File: src/rtl/booth_mult_sequencer.sv
`default_nettype none
// ============================================================================
// Module   : booth_mult_sequencer
// Brief    : Operand handshake and strobe sequencer for an iterative multiplier
// Revision : 1.0 - initial release
// ============================================================================
module booth_mult_sequencer #(
    parameter int WIDTH      = 16,
    parameter int RUN_CYCLES = 18
) (
    input  logic                 clk,
    input  logic                 reset,
    input  logic                 in_valid,
    output logic                 in_ready,
    input  logic [WIDTH-1:0]     in_a,
    input  logic [WIDTH-1:0]     in_b,
    output logic [WIDTH-1:0]     mult_a,
    output logic [WIDTH-1:0]     mult_b,
    output logic                 mult_ld,
    output logic                 mult_ld_pp,
    input  logic [2*WIDTH-1:0]   mult_product,
    output logic                 out_valid,
    input  logic                 out_ready,
    output logic [2*WIDTH-1:0]   result,
    output logic                 busy,
    output logic [15:0]          ops_done
);

    localparam int              CNT_W    = $clog2(RUN_CYCLES) + 1;
    localparam logic [CNT_W-1:0] CNT_LAST = CNT_W'(RUN_CYCLES - 1);

    typedef enum logic [2:0] {
        S_IDLE = 3'd0,
        S_LOAD = 3'd1,
        S_GAP  = 3'd2,
        S_LDPP = 3'd3,
        S_RUN  = 3'd4,
        S_DONE = 3'd5
    } state_t;

    state_t               state_q;
    logic [CNT_W-1:0]     cnt_q;
    logic [WIDTH-1:0]     mult_a_q;
    logic [WIDTH-1:0]     mult_b_q;
    logic                 mult_ld_q;
    logic                 mult_ld_pp_q;
    logic                 in_ready_q;
    logic                 out_valid_q;
    logic                 busy_q;
    logic [2*WIDTH-1:0]   result_q;
    logic [15:0]          ops_done_q;

    logic w_in_hs;
    logic w_out_hs;

    assign w_in_hs  = in_valid & in_ready_q;
    assign w_out_hs = out_valid_q & out_ready;

    always_ff @(posedge clk) begin
        if (reset) begin
            state_q      <= S_IDLE;
            cnt_q        <= '0;
            mult_a_q     <= '0;
            mult_b_q     <= '0;
            mult_ld_q    <= 1'b0;
            mult_ld_pp_q <= 1'b0;
            in_ready_q   <= 1'b1;
            out_valid_q  <= 1'b0;
            busy_q       <= 1'b0;
            result_q     <= '0;
            ops_done_q   <= '0;
        end else begin
            // Strobes are single-cycle pulses; only a transition re-arms them.
            mult_ld_q    <= 1'b0;
            mult_ld_pp_q <= 1'b0;
            case (state_q)
                S_IDLE: begin
                    if (w_in_hs) begin
                        state_q    <= S_LOAD;
                        mult_a_q   <= in_a;
                        mult_b_q   <= in_b;
                        mult_ld_q  <= 1'b1;
                        in_ready_q <= 1'b0;
                        busy_q     <= 1'b1;
                    end
                end
                S_LOAD: begin
                    state_q <= S_GAP;
                end
                S_GAP: begin
                    state_q      <= S_LDPP;
                    mult_ld_pp_q <= 1'b1;
                end
                S_LDPP: begin
                    state_q <= S_RUN;
                    cnt_q   <= '0;
                end
                S_RUN: begin
                    cnt_q <= cnt_q + 1'b1;
                    if (cnt_q == CNT_LAST) begin
                        state_q     <= S_DONE;
                        result_q    <= mult_product;
                        out_valid_q <= 1'b1;
                    end
                end
                S_DONE: begin
                    // in_ready rises only after the output handshake edge.
                    if (w_out_hs) begin
                        state_q     <= S_IDLE;
                        out_valid_q <= 1'b0;
                        busy_q      <= 1'b0;
                        in_ready_q  <= 1'b1;
                        ops_done_q  <= ops_done_q + 16'd1;
                    end
                end
                default: begin
                    state_q     <= S_IDLE;
                    out_valid_q <= 1'b0;
                    busy_q      <= 1'b0;
                    in_ready_q  <= 1'b1;
                end
            endcase
        end
    end

    assign in_ready   = in_ready_q;
    assign mult_a     = mult_a_q;
    assign mult_b     = mult_b_q;
    assign mult_ld    = mult_ld_q;
    assign mult_ld_pp = mult_ld_pp_q;
    assign out_valid  = out_valid_q;
    assign result     = result_q;
    assign busy       = busy_q;
    assign ops_done   = ops_done_q;

endmodule
`default_nettype wire

File: config.mk
export PLATFORM = sky130hd
export DESIGN_NAME = booth_mult_sequencer
export DESIGN_NICKNAME = d
export VERILOG_FILES = /design/src/rtl/booth_mult_sequencer.sv
export SDC_FILE = /design/constraint.sdc
export NUM_CORES = 1
export LEC_CHECK = 0
export CORE_MARGIN = 1
export CORE_UTILIZATION = 46
export CTS_CLUSTER_DIAMETER = 200
export CTS_CLUSTER_SIZE = 24
export DETAILED_ROUTE_END_ITERATION = 8
export GPL_ROUTABILITY_DRIVEN = 0
export GPL_TIMING_DRIVEN = 0
export PLACE_DENSITY_LB_ADDON = 0.08
export SLEW_MARGIN = 20
export SYNTH_ARGS = -nofsm -noshare
export SYNTH_HDL_FRONTEND = slang
export SYNTH_SLANG_ARGS = --single-unit
File: constraint.sdc
create_clock -name clk -period 3 [get_ports clk]
set_input_delay 0.6 -clock clk [delete_from_list [all_inputs] [get_ports clk]]
set_output_delay 0.6 -clock clk [all_outputs]
set_load 0.01 [all_outputs]
==> run_results.csv <==
group,metric,value,unit
status,outcome,"finished clean",
global_route,antenna_found_initial,0,
job,cap_viol_max_count,0,
clocking,cts_setup_buffers,0,
route,dr.pass1.iters,4,
pwr,max-vdd-ir-drop,302,µV
critical_path,critPathKind,"primary input to flop",
clocking,clkSinkCount,94,
cells_and_area,layout_commonest_cell,"clkdlybuf4s50_1",
clocking,cts_tree,"yes",
route,m1WireLength,4080,µm
global_route,grt_pass1_wl,15700,µm
route,routed_via_density,5.05,
sta,rsz0062_at_grt,"false",
cells_and_area,fillers,632,
synth,ys_seq_area_share,51.9,%
critical_path,critPathLaunchType,"primary input",
pwr,leakage,1.87,nW
critical_path,cp.arrival,2.59,ns
synth,async_flop_share,0,%
cells_and_area,diodes,0,
sta,finalMaxSlewViolations,0,
floorplan,io_pins,153,
cells_and_area,nets,683,
sta,finalHoldViolCount,0,
synth,yosysTopAreaCellShare,51.9,%
route,antenna_left,0,
clocking,clock_latency,0.36,ns
route,wl_met2,4540,µm
sta,tns,0,ns
clocking,holdBufCountCts,0,
critical_path,crit_path_end_kind,"flop",
sta,maxSlewHeadroom,41.1,%
cells_and_area,final_cell_mix,"152 x clkdlybuf4s50_1, 142 x nand2_1, 94 x dfxtp_1",
clocking,numCtsBuffers,9,
route,num_vias,3634,
clocking,clk_path_buf_depth,2,
synth,synth_nets,520,
placed_design,port_buffers,152,
sta,timing.fmax,432,MHz
floorplan,die_y,90.8,µm
placed_design,place.detailed.hpwl,7040,µm
global_route,grt_use_total,23.4,%
placed_design,preCtsSetupSlack,0.306,ns
sta,skew,0.0105,ns
worst_hold_path,hp-class,"flop to flop",
route,routedWlPerCell,13.3,µm
synth,syn_avg_cell_area,8.08,µm²
clocking,root_buffer,"clkbuf_8",
floorplan,fp.dieW,90.8,µm
sta,fin_crit,2.31,ns
synth,synth_cell_types,41,
synth,yosysWarnings,0,
global_route,grt_start_max_net_pins,17,
critical_path,crit_path_max_fanout,10,
route,top_layer_used,"met4",
clocking,path_clk_slew,0.10,ns
critical_path,critPathRequiredTime,3.28,ns
clocking,cts_resized,0,
synth,synth-seq-cells,94,
cells_and_area,drive_above_1_share,4.70,%
sta,period_share,77.1,%
sta,finalSetupViolCount,0,
sta,tightest_slew,0.876,ns
synth,synthFlopType,"dfxtp_1",
route,dr_wl_met3,680,µm
route,drc_errors,0,
synth,syn_inst,449,
cells_and_area,areaGrowthSynthToFinish,51.8,%
synth,yosys.area.top_type,"dfxtp_1",
global_route,grt_pass1_vias,3463,
floorplan,fp.dieArea,8240,µm²
synth,synth_edf_count,0,
synth,netlist_area,3630,µm²
clocking,cts_max_level,3,
sta,setup_slack,0.687,ns
floorplan,core_region_area,7690,µm²
route,drt_iter0_drc,75,
floorplan,start_util,47.2,%
floorplan,rows,32,
route,wl,9530,µm
global_route,globalRouteOverflowTotal,0,
pwr,powerDensity,488,nW/µm²
synth,ys_top_cells_by_area,"dfxtp_1 52%, nand2_1 15%, a21oi_1 11%",
synthesized netlist by cell type, types with 2 or more instances:
library cell	number
xnor2_1	9
a21o_1	2
o31ai_1	2
nand3_1	7
inv_1	10
clkbuf_8	2
or3_1	2
nor2b_1	2
a311o_1	2
nor2_1	17
nand4_1	5
or4_1	2
or2_2	3
nand2_1	142
nor3_1	8
o21ai_0	4
dfxtp_1	94
a21oi_1	77
nor4_1	6
clkbuf_1	26
a31oi_1	2
ha_1	3
a221oi_1	2
mux2_2	3
power breakdown:
part / internal [W] / switching, W
Clock: 0.000500 / 0.000457
Sequential: 0.00130 / 0.0000350
Combinational: 0.000216 / 0.000180
Total: 0.00202 / 0.000672
flip-flops by register name, indices dropped and copies added, names as in the netlist:
signal and count:
mult_ld_pp 1, mult_b 16, state_q 3, in_ready 1, mult_a 16, mult_ld 1
out_valid 1, result 32, cnt_q 6, ops_done 16, busy 1
final timing paths:
kind / from / endpoint / slack, ns / cells after the start
min: result[26] / result[26] / 0.46 / 2
max reg2reg: state_q[2] / mult_a[3] / 0.95 / 5
min reg2reg: result[26] / result[26] / 0.46 / 2
max: in_valid / mult_a[3] / 0.69 / 6
metal layers:
layer	track usage (%)	up-vias
li1	-	1821
met5	0	-
met2	38.8	106
met1	28.2	1687
met3	6.90	20
met4	10.2	0
final cells by class:
cell class              instances  area [µm²]  area share [%]
plain buffers                  29         130            2.36
clock buffers                  10         138            2.50
clock inverters                 6        92.6            1.68
inverters                      10        37.5           0.682
multi-input cells             316        1580            28.7
flip-flops and latches         94        1880            34.2
well taps                     102         128            2.32
repair buffers                152        1520            27.6
stage by stage:
stage | power [W] | std cells | util (%) | area [µm²] | hold WS, ns
CTS | 0.00270 | 719 | 71.6 | 5510 | 0.460
floorplan | 0.00153 | 449 | - | 3630 | 0.478
finish | 0.00269 | 719 | 71.6 | 5510 | 0.456
global placement | 0.00175 | 703 | 68.6 | 5280 | 0.441
detailed placement | 0.00176 | 703 | 68.6 | 5280 | 0.447
global route | 0.00279 | 719 | 71.6 | 5510 | 0.477
critical path: stages:
cell and delay (ns):
clkdlybuf4s50_1 0.53, nand2_1 0.10, nor4_1 0.68, clkbuf_1 0.43, nand2_1 0.11, a21oi_1 0.15
logic make-up (layout without fill, tap and decap cells):
logic type / after synthesis / after routing / synth area share [%]
AOI/OAI and AO/OA: 97 / 97 / 14.8
xor gates and xnor gates: 10 / 10 / 2.41
adders and majority gates: 3 / 3 / 1.03
buffers and inverters: 39 / 207 / 4.62
DFF: 94 / 94 / 51.9
muxes: 4 / 4 / 1.21
and+or+nand+nor: 202 / 202 / 24.0
Note: power is estimated with default switching activity, not from simulation.
